### src/rtl/des_iter_ctrl_if.sv
// Handshake and datapath-control bundle between a DES block requester/consumer
// and the iterative round sequencer.
interface des_iter_ctrl_if #(
    parameter int CNT_W = 16
);
    logic             in_valid;
    logic             in_ready;
    logic             decrypt;
    logic             load_en;
    logic             round_en;
    logic [3:0]       round_idx;
    logic [3:0]       subkey_idx;
    logic             final_en;
    logic             out_valid;
    logic             out_ready;
    logic             busy;
    logic [CNT_W-1:0] blocks_done;

    // Requester/consumer side.
    modport master (
        output in_valid, decrypt, out_ready,
        input  in_ready, load_en, round_en, round_idx, subkey_idx,
               final_en, out_valid, busy, blocks_done
    );

    // Sequencer side.
    modport slave (
        input  in_valid, decrypt, out_ready,
        output in_ready, load_en, round_en, round_idx, subkey_idx,
               final_en, out_valid, busy, blocks_done
    );
endinterface

### src/rtl/des_iter_ctrl.sv
// Sequencer for an iterative DES engine: one shared Feistel round unit, strobes
// for load / round / final capture, subkey ordering and a completed-block count.
module des_iter_ctrl #(
    parameter int NUM_ROUNDS   = 16,
    parameter int ROUND_CYCLES = 1,
    parameter int CNT_W        = 16
) (
    input logic          clk,
    input logic          reset,
    des_iter_ctrl_if.slave bus
);
    typedef enum logic [2:0] {IDLE, LOAD, ROUND, FINAL, DONE} state_t;

    localparam logic [3:0] LAST_ROUND = 4'(NUM_ROUNDS - 1);
    localparam logic [2:0] LAST_CYC   = 3'(ROUND_CYCLES - 1);

    state_t           state_q, state_d;
    logic             mode_q, mode_d;
    logic [3:0]       round_q, round_d;
    logic [2:0]       cyc_q, cyc_d;
    logic [CNT_W-1:0] count_q, count_d;

    logic in_ready, load_en, round_en, final_en, out_valid, busy;

    // NOTE: state registers use non-blocking assignments so every flop samples
    // the pre-edge value of its neighbours, independent of evaluation order.
    always_ff @(posedge clk) begin
        if (reset) begin
            state_q <= IDLE;
            mode_q  <= 1'b0;
            round_q <= '0;
            cyc_q   <= '0;
            count_q <= '0;
        end else begin
            state_q <= state_d;
            mode_q  <= mode_d;
            round_q <= round_d;
            cyc_q   <= cyc_d;
            count_q <= count_d;
        end
    end

    // NOTE: every signal driven here gets a default first, so no path through
    // the case statement can leave one unassigned and infer a latch.
    always_comb begin
        state_d   = state_q;
        mode_d    = mode_q;
        round_d   = round_q;
        cyc_d     = cyc_q;
        count_d   = count_q;
        in_ready  = 1'b0;
        load_en   = 1'b0;
        round_en  = 1'b0;
        final_en  = 1'b0;
        out_valid = 1'b0;
        busy      = 1'b1;

        unique case (state_q)
            IDLE: begin
                busy     = 1'b0;
                // Reset must win over a simultaneous request.
                in_ready = !reset;
                if (bus.in_valid && in_ready) begin
                    mode_d  = bus.decrypt;
                    round_d = '0;
                    cyc_d   = '0;
                    state_d = LOAD;
                end
            end
            LOAD: begin
                load_en = 1'b1;
                state_d = ROUND;
            end
            ROUND: begin
                if (cyc_q == LAST_CYC) begin
                    round_en = 1'b1;
                    cyc_d    = '0;
                    if (round_q == LAST_ROUND) begin
                        state_d = FINAL;
                    end else begin
                        round_d = round_q + 4'd1;
                    end
                end else begin
                    cyc_d = cyc_q + 3'd1;
                end
            end
            FINAL: begin
                final_en = 1'b1;
                state_d  = DONE;
            end
            DONE: begin
                out_valid = 1'b1;
                if (bus.out_ready) begin
                    count_d = count_q + CNT_W'(1);
                    state_d = IDLE;
                end
            end
            default: state_d = IDLE;
        endcase
    end

    // Decryption walks the key schedule backwards.
    assign bus.subkey_idx  = mode_q ? (LAST_ROUND - round_q) : round_q;
    assign bus.round_idx   = round_q;
    assign bus.in_ready    = in_ready;
    assign bus.load_en     = load_en;
    assign bus.round_en    = round_en;
    assign bus.final_en    = final_en;
    assign bus.out_valid   = out_valid;
    assign bus.busy        = busy;
    assign bus.blocks_done = count_q;
endmodule

### src/flat_wrapper.sv
// flat-port wrapper written by rule: the top's interface ports become plain ports
module des_iter_ctrl_flat 
#(
    parameter int NUM_ROUNDS   = 16,
    parameter int ROUND_CYCLES = 1,
    parameter int CNT_W        = 16
)
  (clk, reset, bus_in_valid, bus_decrypt, bus_out_ready, bus_in_ready, bus_load_en, bus_round_en, bus_round_idx, bus_subkey_idx, bus_final_en, bus_out_valid, bus_busy, bus_blocks_done);
  des_iter_ctrl_if #(.CNT_W(CNT_W)) bus_i ();
  input logic clk;
  input logic reset;
  input wire logic [$bits(bus_i.in_valid)-1:0] bus_in_valid;
  input wire logic [$bits(bus_i.decrypt)-1:0] bus_decrypt;
  input wire logic [$bits(bus_i.out_ready)-1:0] bus_out_ready;
  output wire logic [$bits(bus_i.in_ready)-1:0] bus_in_ready;
  output wire logic [$bits(bus_i.load_en)-1:0] bus_load_en;
  output wire logic [$bits(bus_i.round_en)-1:0] bus_round_en;
  output wire logic [$bits(bus_i.round_idx)-1:0] bus_round_idx;
  output wire logic [$bits(bus_i.subkey_idx)-1:0] bus_subkey_idx;
  output wire logic [$bits(bus_i.final_en)-1:0] bus_final_en;
  output wire logic [$bits(bus_i.out_valid)-1:0] bus_out_valid;
  output wire logic [$bits(bus_i.busy)-1:0] bus_busy;
  output wire logic [$bits(bus_i.blocks_done)-1:0] bus_blocks_done;
  assign bus_i.in_valid = bus_in_valid;
  assign bus_i.decrypt = bus_decrypt;
  assign bus_i.out_ready = bus_out_ready;
  assign bus_in_ready = bus_i.in_ready;
  assign bus_load_en = bus_i.load_en;
  assign bus_round_en = bus_i.round_en;
  assign bus_round_idx = bus_i.round_idx;
  assign bus_subkey_idx = bus_i.subkey_idx;
  assign bus_final_en = bus_i.final_en;
  assign bus_out_valid = bus_i.out_valid;
  assign bus_busy = bus_i.busy;
  assign bus_blocks_done = bus_i.blocks_done;
  des_iter_ctrl #(.NUM_ROUNDS(NUM_ROUNDS), .ROUND_CYCLES(ROUND_CYCLES), .CNT_W(CNT_W)) u_core (.clk(clk), .reset(reset), .bus(bus_i));
endmodule
### config.mk
export PLATFORM = sky130hd
export DESIGN_NAME = des_iter_ctrl_flat
export DESIGN_NICKNAME = d
export VERILOG_FILES = /design/src/rtl/des_iter_ctrl_if.sv /design/src/rtl/des_iter_ctrl.sv /design/src/flat_wrapper.sv
export SDC_FILE = /design/constraint.sdc
export NUM_CORES = 1
export LEC_CHECK = 0
export CORE_AREA = 2 2 54 56
export DETAILED_ROUTE_END_ITERATION = 8
export DIE_AREA = 0 0 56 58
export DONT_BUFFER_PORTS = 1
export PLACE_DENSITY_LB_ADDON = 0.08
export REMOVE_ABC_BUFFERS = 1
export SYNTH_ARGS = -nofsm -noshare
export SYNTH_HDL_FRONTEND = slang
export SYNTH_SLANG_ARGS = --single-unit
### constraint.sdc
create_clock -name clk -period 1.9 [get_ports clk]
set_clock_uncertainty 0.2 [all_clocks]
set_input_delay 0.19 -clock clk [delete_from_list [all_inputs] [get_ports clk]]
set_output_delay 0.19 -clock clk [all_outputs]
set_load 0.03 [all_outputs]
; Word-level counts from Yosys, hierarchy flattened
; Cells that the tools add are included.
; W data, S select, Z words.
[totals]
inputBits = 5
reg_bits = 27
output_inout_bits = 30
elab_cells = 49
[op_classes]
n_reduce_logical = 10
eq_ne = 10
muxes = 20
add_sub_neg = 4
[ops]
columns = cell, count
row1 = $mux W3, 6
row2 = $add A16 B1 Y16 const B, 1
row3 = $mux W4, 4
row4 = $pmux W3 S5, 1
row5 = $pmux W4 S2, 1
row6 = $reduce_and A4 Y1, 2
row7 = $mux W1, 7
row8 = $eq A3 B2 Y1 const B, 2
row9 = $logic_not A3 Y1, 2
row10 = $ne A2 B1 Y1 const B, 3
row11 = $pmux W3 S2, 1
row12 = $reduce_and A2 Y1, 3
row13 = $add A4 B1 Y4 const B, 1
row14 = $eq A4 B4 Y1 const B, 1
row15 = $ne A2 B2 Y1 const B, 2
row16 = $sub A4 B4 Y4 const A, 1
row17 = $add A3 B1 Y3 const B, 1
row18 = $eq A3 B1 Y1 const B, 1
row19 = $eq A3 B3 Y1 const B, 1
row20 = $reduce_bool A2 Y1, 1
row21 = $logic_and A1 B1 Y1, 1
row22 = $logic_not A1 Y1, 1

; Logic depth before layout (Yosys ltp)
[depth]
word_depth = 4
mapped_depth = 6
ltp_nobuf = 6

; Worst setup path after synthesis
; No wires, ideal clock.
[synth_path]
path_kind = register to register
from = register u_core.count_q[0], in the netlist u_core.bus.blocks_done[0]
to = register u_core.count_q[12], in the netlist u_core.bus.blocks_done[12]
arrival_ps = 1757
slack_ps = -178
setup_ps = 121
period_less_slack_ps = 2078
stages_incl_launch_ff = 6
t_required_ps = 1579
n_path_buf = 0
cell_sequence = dfxtp_1 -> ha_1 -> nand3_1 -> nor4_1 -> nand3_1 -> mux2_2
[synth_between]
elab_chain_len = 1
[synth_lines]
columns = item, line
row1 = "start, declared", des_iter_ctrl.sv:21  ; logic [CNT_W-1:0] count_q, count_d;
row2 = "start signal, assigned", des_iter_ctrl.sv:39  ; count_q <= count_d;
row3 = $add A16 B1 Y16, des_iter_ctrl.sv:94  ; count_d = count_q + CNT_W'(1);
; Every way passes these cells.
; A chain may end at the register's enable or synchronous reset.

; Worst setup path after layout
[layout_path]
from = register u_core.state_q[1]
to = output port bus_in_ready
[layout_between]
elab_chain_len = 2
[layout_lines]
columns = item, line
row1 = "start, declared", des_iter_ctrl.sv:17  ; state_t state_q, state_d;
row2 = "start signal, assigned", des_iter_ctrl.sv:35  ; state_q <= state_d;
row3 = $logic_not A3 Y1, des_iter_ctrl.sv:58  ; unique case (state_q)
row4 = $mux W1, des_iter_ctrl.sv:58
row5 = "end, declared", flat_wrapper.sv:15  ; output wire logic [$bits(bus_i.in_ready)-1:0] bus_in_ready;
; Every way passes these cells.

==> impl_metrics.py <==
metrics = {
    "clock_tree": {
        "clock-sinks": 27,
        "path_clk_slew_ns": 0.16,
        "cts-root-buf": "clkbuf_4",
        "clk_latency_ns": 0.33,
        "cts_tree": "built",
        "clk_path_buf_depth": 2,
        "htreeDepth": 1,
        "cts_buffers": 3,
        "cts-hold-fix-buffers": 8,
    },
    "floorplanning": {
        "die_x_um": 56,
        "row_count": 19,
        "ioPinCount": 35,
        "die_height_um": 58,
        "start_util": 0.519,
        "die_area_um2": 3250,
        "core_region_area_um2": 2660,
    },
    "routing": {
        "route.detailed.drc": 0,
        "drtPass1Iterations": 5,
        "viasPerCell": 5.69,
        "antenna_left": 0,
        "vias": 1382,
        "wl_um": 3540,
        "drt_iter0_drc": 87,
        "wire_per_inst_um": 14.6,
    },
    "sta": {
        "worst_pin_slew_ns": 0.394,
        "finalSetupViolations": 1,
        "finalHoldViolations": 22,
        "whs_ns": -0.312,
        "maxSlewHeadroom": 0.737,
        "min_period_ns": 1.96,
        "worst_slack_ns": -0.0599,
        "drv_slew": 0,
        "max_freq_mhz": 510,
        "min_period_over_period": 1.03,
        "rsz0062_at_grt": "yes",
    },
    "critical_path": {
        "critPathTopFamily": "simple AND/OR/NAND/NOR gates",
        "slowest_delay_ns": 0.39,
        "critPathCaptureType": "output pin",
        "slowest_stage": "or3_4",
        "path_class": "reg2out",
        "cpMostUsedCell": "buf_6",
        "cp_max_fo": 5,
        "cp.required_ns": 1.51,
        "crit_buf_inv": 3,
        "critPathArrivalTime_ns": 1.57,
        "worstPathCellList": "buf_6, or3_4, buf_8, nor2_4, buf_6",
        "setup.worst_path.start_class": "flop",
    },
    "global_routing": {
        "grt_pass1_wl_um": 5750,
        "overflow": 0,
        "grt_max_degree": 33,
        "first_global_vias": 1360,
        "grt_util_all_layers": 0.218,
        "antenna_found_initial": 0,
    },
    "final_layout": {
        "final_nets": 222,
        "final_area_um2": 1930,
        "layout-drive-gt1-share": 0.321,
        "layout_common_cells": "buf_4 (37), dfxtp_1 (23), nor2_1 (18), nand3_1 (9)",
        "diodes": 0,
        "area_growth_pct": 39.7,
        "fill_cells": 209,
        "seq_area_um2": 548,
        "final_common_cell": "buf_4",
        "multi_input_area_um2": 856,
    },
    "placed_design": {
        "place_ws_ns": 0.0491,
        "port_buffers": 0,
        "dpl.hpwl_um": 2350,
        "gp_congestion": 0.843,
        "placed_cell_area_um2": 1680,
    },
    "logic_synthesis": {
        "syn_area_um2": 1380,
        "ys.flop_type": "dfxtp_1",
        "yosys_warnings": 0,
        "syn_avg_cell_area_um2": 8.38,
        "syn_inst": 165,
        "async_reset_ff_frac": 0,
        "synth_cell_types": 38,
        "synth_edf_count": 0,
        "ys_seq_area_frac": 0.391,
        "synth-seq-cells": 27,
    },
    "power_and_ir_drop": {
        "p_total_mw": 1.06,
        "leakagePower_nw": 0.800,
        "peakVddDrop_mv": 0.448,
        "p_per_area_nw_per_um2": 550,
    },
    "run_status": {
        "outcome": "finished, violations left",
        "failed_checks": "hold timing, setup timing",
    },
    "worst_hold_path": {
        "hold_path.class": "in2reg",
    },
    "job": {
        "drv_cap": 0,
    },
}
path summary, 6_finish.rpt:
path | startpoint | to | slack, ns | depth (start not counted)
setup / recovery | u_core.state_q[1] | bus_in_ready | -0.06 | 5
hold / removal | reset | u_core.bus.blocks_done[15] | -0.31 | 1
hold reg to reg | u_core.cyc_q[2] | u_core.cyc_q[2] | 0.32 | 2
setup reg to reg | u_core.state_q[0] | u_core.bus.round_idx[3] | 0.02 | 4
flip-flops by register name, indices dropped and copies added (netlist names):
signal,flops
u_core.state_q,3
u_core.cyc_q,3
u_core.bus.round_idx,4
u_core.mode_q,1
u_core.bus.blocks_done,16
layout make-up:
type | count | share of cell area
clock buffer | 3 | 0.0117
clock inverter | 1 | 0.00389
inverter | 8 | 0.0155
multi-input combinational | 122 | 0.443
sequential | 27 | 0.284
tap | 31 | 0.0201
timing repair buffer | 51 | 0.222
kinds of logic after synthesis:
group           synth area share
simple gates               0.297
flops                      0.391
compound gates             0.112
buf+inv                   0.0443
xor+xnor                  0.0887
mux                       0.0308
fa+ha+maj                 0.0362
synthesized netlist by cell type, drive strengths merged (2+ instances only):
cell     n  area [um^2]
nor2b    4         25.0
nor3b    3         22.5
nor4     4         25.0
clkbuf   7         26.3
nand2    7         26.3
nor2    20         75.1
ha       4         50.1
a21oi    8         40.0
or4      3         26.3
nor3     4         20.0
xor2     6         52.6
mux2     2         22.5
nand3    9         45.0
inv      8         30.0
mux2i    2         20.0
and3b    2         17.5
xnor2    8         70.1
a31oi    3         18.8
o21ai    8         40.0
or3      4         25.0
nand4    4         25.0
dfxtp   27          541
nand2b   4         25.0
worst reg2reg max path, cell delays in order, from the launching register on:
cell     delay (ns)
dfxtp_2        0.36
buf_4          0.13
or3b_4         0.41
or4_1          0.52
a31oi_1        0.20
routing by layer:
layer  share of wire  global-route usage  vias up
met4           0.021              0.0884        0
met3           0.071              0.0469       13
met5               0                   0        -
met2            0.48               0.376       55
li1                -                   -      677
met1            0.43               0.267      637
timing repair:
| action | 4_1_cts | 5_1_grt |
|---|---|---|
| hold endpoints to repair | 27 | 22 |
| buffers inserted | 0 | 5 |
| resized for setup | 11 | 15 |
| setup endpoints to repair | 2 | 9 |
| pin swaps | 0 | 4 |
power by group:
group          leakage [nW]  internal [mW]  switching [mW]
clock network        0.0139         0.0807           0.183
registers             0.220          0.575         0.00900
logic                 0.566          0.104           0.110
per-stage QoR:
stage          cells  utilization  setup TNS, ns
5_1_grt          243        0.726         -0.238
2_1_floorplan    157            -         -0.769
3_5_place_dp     227        0.632              0
4_1_cts          239        0.687        -0.0594
6_report         243        0.726        -0.0599
3_3_place_gp     227        0.632              0
(Power assumes the default switching activity.)
